`src/rtl/seven_seg_scanner.sv`:
```
// seven_seg_scanner
//   Time-multiplexed driver for a row of common-anode hex digits. A prescale
//   counter holds each digit active for PRESCALE cycles, then the digit index
//   advances; a one-cycle frame_done pulse marks the end of every full scan.
//   Display data is captured into registers on load, so the inputs may change
//   freely in between loads.
//
// Ports
//   clk        in   system clock, rising edge
//   reset_n    in   asynchronous active-low reset
//   value      in   4*NUM_DIGITS hex nibbles, digit k = value[4k+3:4k], digit 0 rightmost
//   blank      in   per-digit forced blank
//   dp_in      in   per-digit decimal point
//   lz_en      in   leading-zero suppression enable
//   load       in   capture value/blank/dp_in/lz_en on this edge
//   seg        out  segment bus {g,f,e,d,c,b,a}, polarity set by SEG_ACTIVE_LOW
//   dp         out  decimal point of the active digit, same polarity as seg
//   an         out  active-low one-hot digit enables
//   frame_done out  one-cycle pulse after the digit index wraps to 0
module seven_seg_scanner #(
  parameter int NUM_DIGITS     = 4,
  parameter int PRESCALE       = 50000,
  parameter bit SEG_ACTIVE_LOW = 1'b1
) (
  input  logic                    clk,
  input  logic                    reset_n,
  input  logic [4*NUM_DIGITS-1:0] value,
  input  logic [NUM_DIGITS-1:0]   blank,
  input  logic [NUM_DIGITS-1:0]   dp_in,
  input  logic                    lz_en,
  input  logic                    load,
  output logic [6:0]              seg,
  output logic                    dp,
  output logic [NUM_DIGITS-1:0]   an,
  output logic                    frame_done
);

  localparam int IDX_W = (NUM_DIGITS > 1) ? $clog2(NUM_DIGITS) : 1;
  localparam int PC_W  = $clog2(PRESCALE);

  localparam logic [PC_W-1:0]  PC_LAST  = PC_W'(PRESCALE - 1);
  localparam logic [IDX_W-1:0] IDX_LAST = IDX_W'(NUM_DIGITS - 1);

  // Scan state
  logic [PC_W-1:0]  pcnt;
  logic [IDX_W-1:0] idx;
  logic             digit_end;

  // Display registers
  logic [4*NUM_DIGITS-1:0] val_q;
  logic [NUM_DIGITS-1:0]   blank_q;
  logic [NUM_DIGITS-1:0]   dp_q;
  logic                    lz_q;

  // Per-digit decode helpers
  logic [NUM_DIGITS-1:0] hi_zero;    // digit k and all digits above it are zero
  logic                  zero_run;
  logic [NUM_DIGITS-1:0] digit_off;  // digit shows no segments

  // Active-digit selection
  logic [3:0] nib;
  logic       off_act;
  logic       dp_act;
  logic [6:0] seg_on;

  // Active-high segment patterns, bit 0 = segment a.
  function automatic logic [6:0] hex_to_seg(input logic [3:0] n);
    logic [6:0] p;
    case (n)
      4'h0: p = 7'h3F;
      4'h1: p = 7'h06;
      4'h2: p = 7'h5B;
      4'h3: p = 7'h4F;
      4'h4: p = 7'h66;
      4'h5: p = 7'h6D;
      4'h6: p = 7'h7D;
      4'h7: p = 7'h07;
      4'h8: p = 7'h7F;
      4'h9: p = 7'h6F;
      4'hA: p = 7'h77;
      4'hB: p = 7'h7C;
      4'hC: p = 7'h39;
      4'hD: p = 7'h5E;
      4'hE: p = 7'h79;
      default: p = 7'h71;
    endcase
    return p;
  endfunction

  assign digit_end = (pcnt == PC_LAST);

  // Scan timing is free-running and never touched by load.
  always_ff @(posedge clk or negedge reset_n) begin
    if (!reset_n) begin
      pcnt       <= '0;
      idx        <= '0;
      frame_done <= 1'b0;
    end else begin
      // Registered so the pulse lands in the cycle after the wrap edge.
      frame_done <= digit_end && (idx == IDX_LAST);
      if (digit_end) begin
        pcnt <= '0;
        if (idx == IDX_LAST) begin
          idx <= '0;
        end else begin
          idx <= idx + 1'b1;
        end
      end else begin
        pcnt <= pcnt + 1'b1;
      end
    end
  end

  // Display registers. Blank resets to all ones so nothing lights until the
  // first load provides real data.
  always_ff @(posedge clk or negedge reset_n) begin
    if (!reset_n) begin
      val_q   <= '0;
      blank_q <= '1;
      dp_q    <= '0;
      lz_q    <= 1'b0;
    end else if (load) begin
      val_q   <= value;
      blank_q <= blank;
      dp_q    <= dp_in;
      lz_q    <= lz_en;
    end
  end

  // Walk from the most significant digit down, tracking whether every digit
  // seen so far is zero. Digit 0 is excluded from suppression so an all-zero
  // value still shows a single "0".
  always_comb begin
    hi_zero   = '0;
    digit_off = '0;
    zero_run  = 1'b1;
    for (int k = NUM_DIGITS - 1; k >= 0; k--) begin
      zero_run     = zero_run && (val_q[4*k +: 4] == 4'h0);
      hi_zero[k]   = zero_run;
      digit_off[k] = blank_q[k] || (lz_q && (k > 0) && hi_zero[k]);
    end
  end

  // Select the active digit. Everything here depends only on registered
  // state, so outputs move only when idx changes or after a load.
  always_comb begin
    nib     = 4'h0;
    off_act = 1'b1;
    dp_act  = 1'b0;
    an      = '1;
    for (int k = 0; k < NUM_DIGITS; k++) begin
      if (idx == IDX_W'(k)) begin
        nib     = val_q[4*k +: 4];
        off_act = digit_off[k];
        dp_act  = dp_q[k];
        an[k]   = 1'b0;
      end
    end
  end

  assign seg_on = off_act ? 7'h00 : hex_to_seg(nib);
  assign seg    = SEG_ACTIVE_LOW ? ~seg_on : seg_on;
  assign dp     = SEG_ACTIVE_LOW ? ~dp_act : dp_act;

endmodule

```
`config.mk`:
```
export PLATFORM = sky130hd
export DESIGN_NAME = seven_seg_scanner
export DESIGN_NICKNAME = d
export VERILOG_FILES = /design/src/rtl/seven_seg_scanner.sv
export SDC_FILE = /design/constraint.sdc
export NUM_CORES = 1
export LEC_CHECK = 0
export ABC_AREA = 1
export BUFFER_PORTS_ARGS = -buffer_cell sky130_fd_sc_hd__buf_2
export CORE_MARGIN = 5
export CORE_UTILIZATION = 55
export CTS_BUF_LIST = sky130_fd_sc_hd__clkbuf_4 sky130_fd_sc_hd__clkbuf_8
export DETAILED_ROUTE_END_ITERATION = 12
export PLACE_DENSITY = 0.78
export SYNTH_ARGS = -nofsm -noshare
export SYNTH_HDL_FRONTEND = slang
export SYNTH_SLANG_ARGS = --single-unit
```
`constraint.sdc`:
```
create_clock -name clk -period 4.2 [get_ports clk]
set_input_delay 0 -clock clk [delete_from_list [all_inputs] [get_ports clk]]
set_output_delay 0 -clock clk [all_outputs]
set_load 0.05 [all_outputs]
```
# After elaboration in Yosys (flattened, before gate mapping)
# Memories as Yosys holds them, arrays and structs flattened.
# Cells that the tools add are included.
[totals]
ff_bits = 44
mem_bits_ro = 112
inputBits = 28
output_inout_bits = 13
wordCells = 48
mem_count = 1
[memory_table]
columns = ["name", "depth", "width", "rd", "rd_ports_with_merged_regs", "write_ports", "line", "text"]
rows = [
  ["(name not given)", 16, 7, 1, 0, 0, "69", "case (n)"],
]
[op_classes]
add_sub_neg = 2
n_eq_ne = 4
n_mux = 19
n_bitwise = 2
reduce_logical = 13
[ops]
columns = ["op", "n"]
rows = [
  ["$add 16x1->16 const B", 1],
  ["$eq 16x16->1 const B", 1],
  ["$mux 16", 1],
  ["$mux 4", 4],
  ["$logic_not 4->1", 3],
  ["$mux 1", 12],
  ["$mux 7", 1],
  ["$not 7->7", 1],
  ["$logic_and 1x1->1", 6],
  ["$eq 2x2->1 const B", 2],
  ["$logic_or 1x1->1", 3],
  ["$add 2x1->2 const B", 1],
  ["$eq 2x1->1 const B", 1],
  ["$logic_not 2->1", 1],
  ["$mux 2", 1],
  ["$not 1->1", 1],
]

# Depth between registers and ports, before layout
[logic_depth]
word_depth = 10
depth_mapped = 16
mapped_depth_nobuf = 15

# Worst setup path before layout
# No wires, ideal clock.
[synth_timing]
path_type = "reg-to-output"
startpoint = "register idx[0]"
endpoint = "output port seg[3]"
arrival_time_ns = 2.460
t_required_ns = 4.200
setup_slack_ns = 1.740
path_stages_with_launch = 16
path_cell_list = "dfrtp_1 inv_1 ha_1 inv_1 nor2_1 nand2_1 nand2_1 a21boi_2 inv_1 ha_1 inv_1 nand3_1 nand3_2 nand2_1 inv_1 nand2_1"
[synth_between]
elab_chain_cells = 8
elab_cells_between_ends = 15
classes_between = "eq/ne (3); mux (9); bitwise (1); reduce/logical (1); memory (1)"
[synth_lines]
columns = ["item", "line", "text"]
rows = [
  ["start: declaration", "46", "logic [IDX_W-1:0] idx;"],
  ["start signal: assignment", "106", "idx <= idx + 1'b1;"],
  ["$logic_not 2->1", "152", "if (idx == IDX_W'(k)) begin"],
  ["$mux 4 (4 in a row)", "152", ""],
  ["$mem_v2 16x7", "n/a", ""],
  ["$mux 7 *", "161", "assign seg_on = off_act ? 7'h00 : hex_to_seg(nib);"],
  ["$not 7->7 *", "162", "assign seg = SEG_ACTIVE_LOW ? ~seg_on : seg_on;"],
  ["end: declaration", "32", "output logic [6:0] seg,"],
]
# Every way passes the cells marked *; elsewhere a longest branch is shown, timed or not.

# Final worst setup path
# Ends and elaborated chain as after synthesis.

==> reports/metrics.yaml <==
status: "finished, final reports clean"
syn-instance-count: 337
antenna_found_initial: 0
htreeDepth: 2
routed_wirelength_um: 5510
antennaDiodeCount: 0
finalHoldViolations: 0
place_worst_setup_slack_ns: 1.77
numCtsBuffers: 5
cts_tree: "done"
critPathLaunchType: "register"
syn_area_per_cell_um2: 7.84
numPortBuffers: 40
cp.arrival_ns: 2.76
vias: 2283
period_share: 0.657
drv_cap: 0
synth_area_leaders: "dfrtp_1 38%, nand2_1 14%, inv_1 6.8%"
final.min_clock_period_ns: 2.76
async_flop_share: 1.00
synth_edf_count: 0
drt-vias-per-instance: 5.01
crit_slowest_cell: "dfrtp_1"
initial_utilization: 0.563
worstSetupEndpointType: "primary output"
worst_hold_path_type: "in2reg"
fin_nets: 440
ys_seq_area_frac: 0.419
peakVddDrop_mv: 0.182
clkTransAtPathRegs_ns: 0.08
p_leak_uw: 0.00166
critPathMostFrequentCell: "inv_1"
powerDensity_nw_per_um2: 306
max_stage_delay_ns: 0.43
dieWidth_um: 79.3
post_cts_buffers: 0
netlist_area_um2: 2640
clockBufferDepth: 2
gp_congestion: 0.859
ys.warnings.count: 0
grt_usage: 0.191
area_growth_pct: 21.9
antenna_left: 0
slew_violations: 0
dp_hpwl_um: 4020
post-synth-top-count-cell: "nand2_1"
fill_cells: 399
drive_gt1_frac: 0.214
critPathLaunch: "idx[0]"
crit_buf_inv: 5
tns_ns: 0
cts.repair.resized: 0
io_pins: 41
die_area_um2: 6290
final_cell_count_no_fill: 456
coreArea_um2: 4690
min-delay-start: "load"
r2r-start: "pcnt[0]"
crit_type: "reg2out"
critical_path_required_ns: 4.20
drc: 0
fin_util: 0.686
crit_path_max_fanout: 13
drt_iter0_drc: 99
cts.sink_count: 44
first_global_vias: 2167
clock_latency_ns: 0.30
slew-limit-headroom: 0.374
critical_path.cell_chain: "inv_1 -> ha_1 -> a21oi_1 -> a21boi_2 -> inv_1 -> ha_1 -> inv_1 -> nand3_1 -> nand3_2 -> nand2_1 -> inv_1 -> nand2_1 -> buf_2"
avgRoutedWirePerCell_um: 12.1
fin_worst_skew_ns: 0.00597
synth_ff_type: "dfrtp_1"
numPlacedInstances: 422
ys_top_cells_by_count: "97 x nand2_1, 48 x inv_1, 40 x dfrtp_1, 24 x nor2_1, 21 x o21ai_0"
grt_start_max_net_pins: 45
syn_nets: 376
clock-root-buffer: "clkbuf_8"
worst_slew_pin_slew_ns: 0.939
grt_overflow: 0
cp_top_family: "adder cells"
rsz0062_at_grt: "false"
synth_top_cell_area_share: 0.379
layout_setup_ws_ns: 1.44
drtPass1Iterations: 4
fmax_ghz: 0.362
synth_largest_area_cell: "dfrtp_1"
cts_hold_buf: 26
ys_seq_elements: 44
chipHeight_um: 79.3
yosysUniqueCellTypes: 39
row_count: 25
grt_pass1_wl_um: 9550
finalSetupViolCount: 0
## stage by stage
stage	cell area [um2]	hold WS, ns	power [uW]
2_1_floorplan	2640	-0.296	599
3_3_place_gp	2850	0.196	651
3_5_place_dp	2850	0.203	653
4_1_cts	3220	0.224	996
5_1_grt	3220	0.272	1040
6_report	3220	0.224	985
## final timing paths
kind,to,slack [ns],cells past startpoint
worst max-delay path,seg[3],1.44,13
worst min-delay path,blank_q[0],0.22,3
worst max register to register,idx[1],2.73,7
worst min register to register,pcnt[0],0.48,1
max in group asynchronous,pcnt[8],3.24,2
min in group asynchronous,val_q[2],0.38,2
## worst register-to-register path, delay by kind of cell (launching register included)
family | cells | cell delay [ns]
compound gates | 1 | 0.08
fa+ha+maj | 1 | 0.21
buf+inv | 1 | 0.15
flops | 1 | 0.38
simple gates | 4 | 0.56
## per-layer routing
metal | routed length (um) | share of wire | vias to the layer above | global-route usage
li1 | - | - | 1182 | -
met1 | 2560 | 0.46 | 1046 | 0.252
met2 | 2640 | 0.48 | 48 | 0.317
met3 | 239 | 0.043 | 7 | 0.0363
met4 | 72 | 0.013 | 0 | 0.0601
met5 | 0 | 0 | - | 0
## logic make-up (layout without fill, tap and decap cells)
group,count (synthesis),in the layout,share of synthesized area
and+or+nand+nor,163,163,0.285
buffers and inverters,62,127,0.102
AOI/OAI and AO/OA,45,45,0.0957
DFF,44,44,0.419
adders and majority gates,11,11,0.0521
muxes,7,7,0.0298
xor gates and xnor gates,5,5,0.0166
## cell usage in the layout, fill, tap and decap left out, types with 2 or more instances in the layout
| master | n |
|---|---|
| nand2_1 | 97 |
| o21ai_1 | 2 |
| mux2_2 | 7 |
| inv_2 | 2 |
| a21oi_1 | 13 |
| nor4_2 | 2 |
| inv_1 | 48 |
| dfstp_2 | 4 |
| nor2_1 | 24 |
| buf_2 | 40 |
| ha_1 | 11 |
| dfrtp_1 | 40 |
| nand3_1 | 17 |
| nand2_4 | 3 |
| nor3_2 | 2 |
| nand3_2 | 7 |
| xor2_1 | 5 |
| dlygate4sd3_1 | 26 |
| nor3_1 | 4 |
| nand2_2 | 4 |
| clkinv_2 | 2 |
| clkbuf_8 | 5 |
| o21ai_0 | 21 |
## flip-flops by register name, summed over array words and instances, names as in the netlist
signal	count
val_q	16
idx	2
blank_q	4
pcnt	16
dp_q	4
lz_q	1
frame_done	1
## power by group
group	total (uW)	internal [uW]	switching, uW
Sequential	460	448	11.9
Clock	324	183	141
Combinational	201	73.0	128
## cell type report
| cell class | count | area (um2) | share of cell area |
|---|---|---|---|
| clock inverters | 2 | 35.0 | 0.0109 |
| flip-flops and latches | 44 | 1110 | 0.344 |
| well taps | 54 | 67.6 | 0.0210 |
| repair buffers | 66 | 460 | 0.143 |
| inverters | 53 | 208 | 0.0645 |
| multi-input cells | 231 | 1270 | 0.393 |
| clock buffers | 6 | 76.3 | 0.0237 |
No activity file was read; power rests on OpenSTA's default activity.
